## config.mk

```make
export PLATFORM = sky130hd
export DESIGN_NAME = uart_rx_controller
export DESIGN_NICKNAME = d
export VERILOG_FILES = /design/src/rtl/uart_rx_pkg.sv /design/src/rtl/uart_rx_bit_decoder.sv /design/src/rtl/uart_rx_controller.sv
export SDC_FILE = /design/constraint.sdc
export NUM_CORES = 1
export LEC_CHECK = 0
export CAP_MARGIN = 25
export CORE_ASPECT_RATIO = 1.25
export CORE_UTILIZATION = 30
export DETAILED_ROUTE_END_ITERATION = 6
export GPL_ROUTABILITY_DRIVEN = 1
export SLEW_MARGIN = 25
export SYNTH_ARGS = -nofsm -noshare
export SYNTH_HDL_FRONTEND = slang
export SYNTH_SLANG_ARGS = --single-unit
```

## constraint.sdc

```tcl
create_clock -name clk -period 3.5 [get_ports clk]
set_input_delay 0.35 -clock clk [delete_from_list [all_inputs] [get_ports clk]]
set_output_delay 0.35 -clock clk [all_outputs]
set_load 0.01 [all_outputs]
```

## src/rtl/uart_rx_pkg.sv

```systemverilog
// Shared types and constants for the UART receive path (8N1, LSB first).
package uart_rx_pkg;

    localparam int DATA_BITS = 8;
    localparam int BIT_IDX_W = 3;

    // Index of the last data bit in a frame; reaching it moves the FSM to STOP.
    localparam logic [BIT_IDX_W-1:0] LAST_BIT = BIT_IDX_W'(DATA_BITS - 1);

    typedef enum logic [2:0] {
        IDLE,
        START,
        DATA,
        STOP,
        BREAK
    } rx_state_e;

endpackage

```

## src/rtl/uart_rx_bit_decoder.sv

```systemverilog
// One-hot decoder: turns the current bit index into a mask selecting the
// byte-register position that receives the sampled bit.
module uart_rx_bit_decoder
    import uart_rx_pkg::*;
(
    input  logic [BIT_IDX_W-1:0] index,
    output logic [DATA_BITS-1:0] mask
);

    // Exactly one mask bit set, at the position named by index.
    always_comb begin
        mask        = '0;
        mask[index] = 1'b1;
    end

endmodule

```

## src/rtl/uart_rx_controller.sv

```systemverilog
// UART receive sequencer: synchronises rx, validates the start bit, samples
// each data bit mid-period and reports a framed byte or a framing error.
module uart_rx_controller
    import uart_rx_pkg::*;
#(
    parameter int CLKS_PER_BIT = 434,
    parameter int SYNC_STAGES  = 2
) (
    input  logic                 clk,
    input  logic                 rst_n,
    input  logic                 rx,
    output logic [DATA_BITS-1:0] rx_data,
    output logic                 rx_valid,
    output logic                 frame_err,
    output logic                 busy
);

    localparam int CNT_W = $clog2(CLKS_PER_BIT);

    // Start bit is checked half a bit in; data/stop bits one full bit apart.
    localparam logic [CNT_W-1:0] HALF_M1  = CNT_W'(CLKS_PER_BIT / 2 - 1);
    localparam logic [CNT_W-1:0] CNT_LAST = CNT_W'(CLKS_PER_BIT - 1);

    logic [SYNC_STAGES-1:0] sync_q, sync_d;
    logic                   rx_s;

    rx_state_e              state_q, state_d;
    logic [CNT_W-1:0]       cnt_q, cnt_d;
    logic [BIT_IDX_W-1:0]   bit_idx_q, bit_idx_d;
    logic [DATA_BITS-1:0]   shift_q, shift_d;
    logic [DATA_BITS-1:0]   rx_data_q, rx_data_d;
    logic                   rx_valid_q, rx_valid_d;
    logic                   frame_err_q, frame_err_d;
    logic                   busy_q, busy_d;
    logic [DATA_BITS-1:0]   mask;

    uart_rx_bit_decoder u_bit_decoder (
        .index (bit_idx_q),
        .mask  (mask)
    );

    // Shift the raw pin into the synchroniser chain; only the last stage is used.
    always_comb begin
        sync_d = {sync_q[SYNC_STAGES-2:0], rx};
    end

    assign rx_s = sync_q[SYNC_STAGES-1];

    // Next-state, counters, byte assembly and registered-output values.
    always_comb begin
        // NOTE: every variable gets a default before the case so no path can infer a latch.
        state_d     = state_q;
        cnt_d       = (cnt_q == CNT_LAST) ? '0 : cnt_q + CNT_W'(1);
        bit_idx_d   = bit_idx_q;
        shift_d     = shift_q;
        rx_data_d   = rx_data_q;
        rx_valid_d  = 1'b0;
        frame_err_d = 1'b0;

        case (state_q)
            IDLE: begin
                cnt_d = '0;
                if (!rx_s) begin
                    state_d = START;
                    shift_d = '0;
                end
            end
            START: begin
                if (cnt_q == HALF_M1) begin
                    if (rx_s) begin
                        state_d = IDLE;
                    end else begin
                        state_d   = DATA;
                        bit_idx_d = '0;
                    end
                end
            end
            DATA: begin
                if (cnt_q == CNT_LAST) begin
                    shift_d = (shift_q & ~mask) | (mask & {DATA_BITS{rx_s}});
                    if (bit_idx_q == LAST_BIT) begin
                        state_d = STOP;
                    end else begin
                        bit_idx_d = bit_idx_q + BIT_IDX_W'(1);
                    end
                end
            end
            STOP: begin
                if (cnt_q == CNT_LAST) begin
                    if (rx_s) begin
                        rx_data_d  = shift_q;
                        rx_valid_d = 1'b1;
                        state_d    = IDLE;
                    end else begin
                        frame_err_d = 1'b1;
                        state_d     = BREAK;
                    end
                end
            end
            BREAK: begin
                cnt_d = '0;
                if (rx_s) begin
                    state_d = IDLE;
                end
            end
            default: begin
                state_d = IDLE;
            end
        endcase

        // Every state starts its timing from zero.
        if (state_d != state_q) begin
            cnt_d = '0;
        end

        busy_d = (state_d != IDLE);
    end

    // State, counters, synchroniser and outputs all register here.
    always_ff @(posedge clk or negedge rst_n) begin
        if (!rst_n) begin
            // NOTE: the synchroniser resets to the idle-high line level so reset release cannot look like a start bit.
            sync_q      <= '1;
            state_q     <= IDLE;
            cnt_q       <= '0;
            bit_idx_q   <= '0;
            shift_q     <= '0;
            rx_data_q   <= '0;
            rx_valid_q  <= 1'b0;
            frame_err_q <= 1'b0;
            busy_q      <= 1'b0;
        end else begin
            // NOTE: non-blocking assignments so every flop samples pre-edge values.
            sync_q      <= sync_d;
            state_q     <= state_d;
            cnt_q       <= cnt_d;
            bit_idx_q   <= bit_idx_d;
            shift_q     <= shift_d;
            rx_data_q   <= rx_data_d;
            rx_valid_q  <= rx_valid_d;
            frame_err_q <= frame_err_d;
            busy_q      <= busy_d;
        end
    end

    assign rx_data   = rx_data_q;
    assign rx_valid  = rx_valid_q;
    assign frame_err = frame_err_q;
    assign busy      = busy_q;

endmodule

```

==> results of run 1 <==
-- cell families (layout without fill, tap and decap cells) --
| kind of cell | count (synthesis) | after routing |
|---|---|---|
| buffers and inverters | 23 | 37 |
| and+or+nand+nor | 65 | 65 |
| AOI/OAI and AO/OA | 52 | 52 |
| xor gates and xnor gates | 5 | 5 |
| DFF | 36 | 36 |
| adders and majority gates | 5 | 5 |
-- flip-flops by register name (all words and copies together) (netlist names) --
signal     count
rx_data        8
shift_q        8
frame_err      1
rx_valid       1
sync_q         2
busy           1
cnt_q          9
bit_idx_q      3
state_q        3
-- metrics by stage --
stage | setup slack (ns) | power, mW | utilization | cell area (um^2)
after floorplan | 1.713 | 0.4290 | - | 1903
after global placement | 1.540 | 0.4409 | 0.3409 | 2102
after detailed placement | 1.560 | 0.4410 | 0.3409 | 2102
after CTS | 1.547 | 0.8035 | 0.3584 | 2210
after global routing | 1.393 | 0.8200 | 0.3584 | 2210
final | 1.569 | 0.7917 | 0.3584 | 2210
-- path summary, 6_finish.rpt --
check / start / to / slack (ns)
setup / recovery: state_q[0] / shift_q[7] / 1.57
hold / removal: sync_q[0] / sync_q[1] / 0.36
setup reg to reg: state_q[0] / shift_q[7] / 1.57
hold reg to reg: sync_q[0] / sync_q[1] / 0.36
max in group asynchronous: rst_n / shift_q[5] / 2.31
min in group asynchronous: rst_n / state_q[1] / 0.45
-- routing by layer --
metal,wire length (um),vias up,track usage
met3,107,4,0.02664
met5,0,-,0
met2,1822,26,0.2083
met1,1676,662,0.1513
met4,59,0,0.05229
li1,-,707,-
-- cells in the mapped netlist, types with 2 or more instances --
cell type and instances:
dfstp_2 2, nand3_2 2, o21ai_0 12, o21ai_1 3, nand2b_1 2, xor2_1 4, nor4bb_1 2, nor2_1 9
nor2b_1 2, ha_1 5, inv_1 14, a211oi_2 5, a21boi_0 3, o221ai_1 8, nand3_1 9, buf_4 2
clkbuf_1 3, dfrtp_1 34, buf_2 2, a31oi_1 2, o2bb2ai_1 3, nand4_1 4, nand2_1 17, a21oi_1 4
o211ai_1 10
-- layout make-up --
| class | instances | area [um^2] | share of cell area |
|---|---|---|---|
| inverters | 14 | 52.55 | 0.02378 |
| clock inverters | 2 | 35.03 | 0.01586 |
| well taps | 85 | 106.4 | 0.04813 |
| repair buffers | 15 | 145.1 | 0.06569 |
| flip-flops and latches | 36 | 903.4 | 0.4088 |
| clock buffers | 6 | 72.57 | 0.03284 |
| multi-input cells | 127 | 894.6 | 0.4049 |
-- power by group through the flow --
stage          Sequential [mW]  Combinational [mW]  Clock, mW
2_1_floorplan            0.426             0.00291          0
3_3_place_gp             0.428              0.0130          0
3_5_place_dp             0.428              0.0131          0
4_1_cts                  0.420              0.0132      0.371
5_1_grt                  0.420              0.0145      0.386
6_report                 0.420              0.0123      0.359
-- worst max-delay path: stages, from the launching register on --
cell	delay [ns]
dfrtp_1	0.61
or3b_4	0.51
nor3_4	0.35
nand3_2	0.18
o221ai_1	0.19
==> impl_results.md, run 1 <==
- Final worst-path cycle share: 0.5519
- Power share of the combinational group: 0.016
- Area share of fa/ha/maj cells after synthesis: 0.03287
- Sw power: 0.1591 mW
- Post-synth EDFFs: 0
- Max-cap violation count: 0
- Int Power: 0.6326 mW
- Max-slew violation count: 0
- Kind of critical path: flip-flop to flip-flop
- Hold WC Path Type: flip-flop to flip-flop
- Ys Warns: 0
- Hold Buf Count CTS: 0
- Final setup viols: 0
- Skew final: 0.007190 ns
- Post-CTS Resized: 0
- Initial antenna violation count: 0
- Post-synth ARST share: 1.000
- Worst vdd ir: 0.2081 mV
- P&R area growth vs syn: 16.11%
- Largest net degree at the start of global routing: 24
- Initial Util: 0.3086
- CTS tree: yes
- Critical Path Fanout Max: 17
- Filler Cell Count: 644
- Wire length per cell: 12.86 um
- Post-synth net total: 194
- Routability Congestion: 0.7716
- Diode count: 0
- Pleak: 0.8677 nW
- Die Y: 91.05 um
- Arr. time, crit path: 2.13 ns
- Die X: 73.24 um
- Clk root buf: clkbuf_8
- Setup TNS: 0 ns
- PD cells: 358.3 mW/mm^2
- Layout cells sized above 1: 0.1250
- Compound-Gate Fraction of Synth Area: 0.2005
- Clk pwr share: 0.454
- Worst endpoint required time: 3.70 ns
- Inst Count DP: 277
- Die ar.: 0.006669 mm^2
- Port Buf Inserts: 13
- Worst-skew pair later-pin latency: 0.29 ns
- Vias in the first global route: 1359
- Synthesized area: 0.001903 mm^2
- H-tree Lvls: 2
- Post-synth cell types: 48
- Fin nets: 207
- Ports: 14
- Commonest non-fill, non-tap cells in the layout: dfrtp_1 (34), nand2_1 (17), inv_1 (14)
- Leading post-synthesis cells by cell area: dfrtp_1 (45%), o211ai_1 (3.9%), o221ai_1 (3.7%), nand2_1 (3.4%), a211oi_2 (3.3%)
- Relative slew margins: 0.5779
- Crit end category: flip-flop
- Post-synthesis mux area share: 0
- Post-CTS setup buffer count: 0
- Overflow after GRT: 0
- Slew @ Worst Pin: 0.6312 ns
- Synth Flop Type: dfrtp_1
- Leading area contributor after synthesis: dfrtp_1
- Net Sw Frac: 0.2010
- Setup crit start kind: flip-flop
- Max Buffers Root-to-Sink: 2
- Seq/Total Area, Yosys: 0.4747
- Global-route wire length before repair: 6458 um
- Via count: 1399
- Largest family of logic cells by synthesized area: simple AND/OR/NAND/NOR gates
- Min-Delay Path Depth: 0
- Fin Hold WS: 0.3574 ns
- Residual DRC count: 0
- Initial DRC Count: 143
- Commonest non-fill, non-tap cell in the layout: dfrtp_1
- R2R depth: 4
- Simple-gate share of the synthesized area: 0.2137
- Post-synthesis xor/xnor area fraction: 0.02301
- CTS buffer count: 5
- Peak Freq: 0.5177 GHz
- Cells after synthesis: 186
- Share of power burned in registers: 0.530
- GRT Util Overall: 0.1246
- Hold Violations, Final: 0
- Status: complete, no violations
- Drt first pass iters: 4
- Yosys top cell area share: 0.4471
- HPWL after DPL: 2692 um
- Core area: 0.006166 mm^2
- Site row count: 32
- Clk sink count: 36
- Period minus WS final: 1.931 ns
- Clock slew at reported path FFs: 0.07 ns
- Routed vias/inst: 4.909
- Post-DRT Antenna Nets: 0
- Wirelength, routed: 3665 um
- Seq cells post-synth: 36
- RSZ-0062 raised after global routing: no
- Mapped Avg Cell Area: 10.23 um^2
- Post-route insts no fill: 285
(Power assumes the default switching activity.)
==> run 2, diff against run 1 <==
clock period = 1.69 ns   (was 3.5 ns; I/O delays follow)
==> run 2 against run 1 <==
Register-to-register slack got worse by 1.6 ns. Largest power group is now the clock network. Non-clock buffer count increased by 20. Clock-buffer cell count is 1 lower. Cell count up 7.0%.
==> impl_results.md, run 2 (same netlist as run 1, synthesis figures left out) <==
- Peak Freq: 0.5940 GHz
- Port Buf Inserts: 13
- Ports: 14
- CTS buffer count: 5
- Overflow after GRT: 0
- Global-route wire length before repair: 6789 um
- RSZ-0062 raised after global routing: yes
- P&R area growth vs syn: 34.25%
- Final setup viols: 0
- Vias in the first global route: 1419
- Max-cap violation count: 0
- Fin nets: 227
- Kind of critical path: flip-flop to flip-flop
- Layout cells sized above 1: 0.2864
- Worst-skew pair later-pin latency: 0.29 ns
- Hold Violations, Final: 0
- Max reg flops: 9
- Core Util, Final: 0.4144
- Crit end category: flip-flop
- Diode count: 0
- Via count: 1496
- Setup crit start kind: flip-flop
- Initial DRC Count: 97
- Commonest non-fill, non-tap cells in the layout: dfrtp_1 (34), buf_4 (18), nand2_1 (16)
- Wirelength, routed: 3991 um
- Site row count: 32
- Die ar.: 0.006669 mm^2
- Clk root buf: clkbuf_8
- Initial antenna violation count: 0
- Max-slew violation count: 0
- Routed vias/inst: 4.905
- Initial Util: 0.3086
- Drt first pass iters: 4
- Clk sink count: 36
- Clock slew at reported path FFs: 0.07 ns
- Final worst-path cycle share: 0.9962
- H-tree Lvls: 2
- Worst endpoint required time: 1.91 ns
- Skew final: 0.004440 ns
- Worst vdd ir: 0.4298 mV
- Post-DRT Antenna Nets: 0
- Residual DRC count: 0
- Core area: 0.006166 mm^2
- Routability Congestion: 0.7801
- Pwr Total: 1.964 mW
- Die Y: 91.05 um
- Period minus WS final: 1.684 ns
- Largest net degree at the start of global routing: 37
- Commonest non-fill, non-tap cell in the layout: dfrtp_1
- GRT Util Overall: 0.1316
- Wire length per cell: 13.09 um
- Max Buffers Root-to-Sink: 2
- Critical Path Fanout Max: 7
- Hold WC Path Type: primary input to flip-flop
- Most flop-heavy register: cnt_q
- HPWL after DPL: 2821 um
- Slew @ Worst Pin: 0.4657 ns
- Arr. time, crit path: 1.90 ns
- PD cells: 768.5 mW/mm^2
- Relative slew margins: 0.6895
- Status: complete, no violations
- Die X: 73.24 um
- CTS tree: yes
- Pleak: 1.016 nW
-- run 2: changes by cell type in the layout (fill, tap and decap cells not counted), moves of 2 or more --
cell	change
bufinv_16	+2
buf_6	+2
ha_1	-2
buf_12	+2
o221ai_2	+8
a31oi_1	-2
o221ai_1	-8
buf_4	+16
-- run 2: path summary, 6_finish.rpt --
| kind | to | slack (ns) | start | depth (start not counted) |
|---|---|---|---|---|
| worst min register to register | sync_q[1] | 0.36 | sync_q[0] | 0 |
| max in group asynchronous | sync_q[1] | 1.04 | rst_n | 2 |
| worst max-delay path | cnt_q[3] | 0.006 | cnt_q[0] | 6 |
| worst max register to register | cnt_q[3] | 0.006 | cnt_q[0] | 6 |
| min in group asynchronous | cnt_q[0] | 0.30 | rst_n | 2 |
| worst min-delay path | sync_q[0] | 0.28 | rx | 1 |
-- run 2: per-layer routing --
| metal | track usage | vias to the layer above | wire (um) |
|---|---|---|---|
| met5 | 0 | - | 0 |
| met4 | 0.05392 | 0 | 75 |
| met3 | 0.03330 | 6 | 162 |
| met2 | 0.2052 | 33 | 1949 |
| met1 | 0.1707 | 709 | 1803 |
| li1 | - | 748 | - |
-- run 2: cell type report --
cell class	instances	area, um^2
Tap cell	85	106.4
Inverter	14	52.55
Clock inverter	3	90.09
Clock buffer	5	68.82
Sequential cell	36	903.4
Multi-Input combinational cell	127	1006
Timing Repair Buffer	35	327.8
Fill cell	640	3611
-- run 2: power breakdown --
part	total, mW	switching, mW	internal (mW)
Sequential	0.867	0.00149	0.865
Combinational	0.0327	0.0232	0.00960
Clock	1.06	0.326	0.738
-- run 2: timing repair --
item,in CTS,in global routing
buffers inserted,1,1
pin swaps,1,6
gates resized for setup,0,21
endpoints found under the setup margin,3,29
hold buffers,0,0
-- run 2: per-stage QoR --
stage                     cell area (um^2)  setup TNS (ns)  hold WS (ns)  setup WS (ns)  std cells
after floorplan                       1906         -0.1660       -0.1266       -0.03319        186
after global placement                2265               0        0.3457        0.03033        295
after detailed placement              2265       -0.005001        0.3468      -0.005001        295
after CTS                             2431               0        0.2730      0.0008827        304
after global routing                  2555         -0.5802        0.2755       -0.07468        305
final                                 2555               0        0.2784       0.006357        305
-- run 2: critical path, stage by stage (launching register included) --
cell and delay [ns]:
dfrtp_1 0.42, inv_1 0.07, ha_2 0.17, and4b_4 0.20, a311o_1 0.29, and3_4 0.24
a211oi_2 0.21
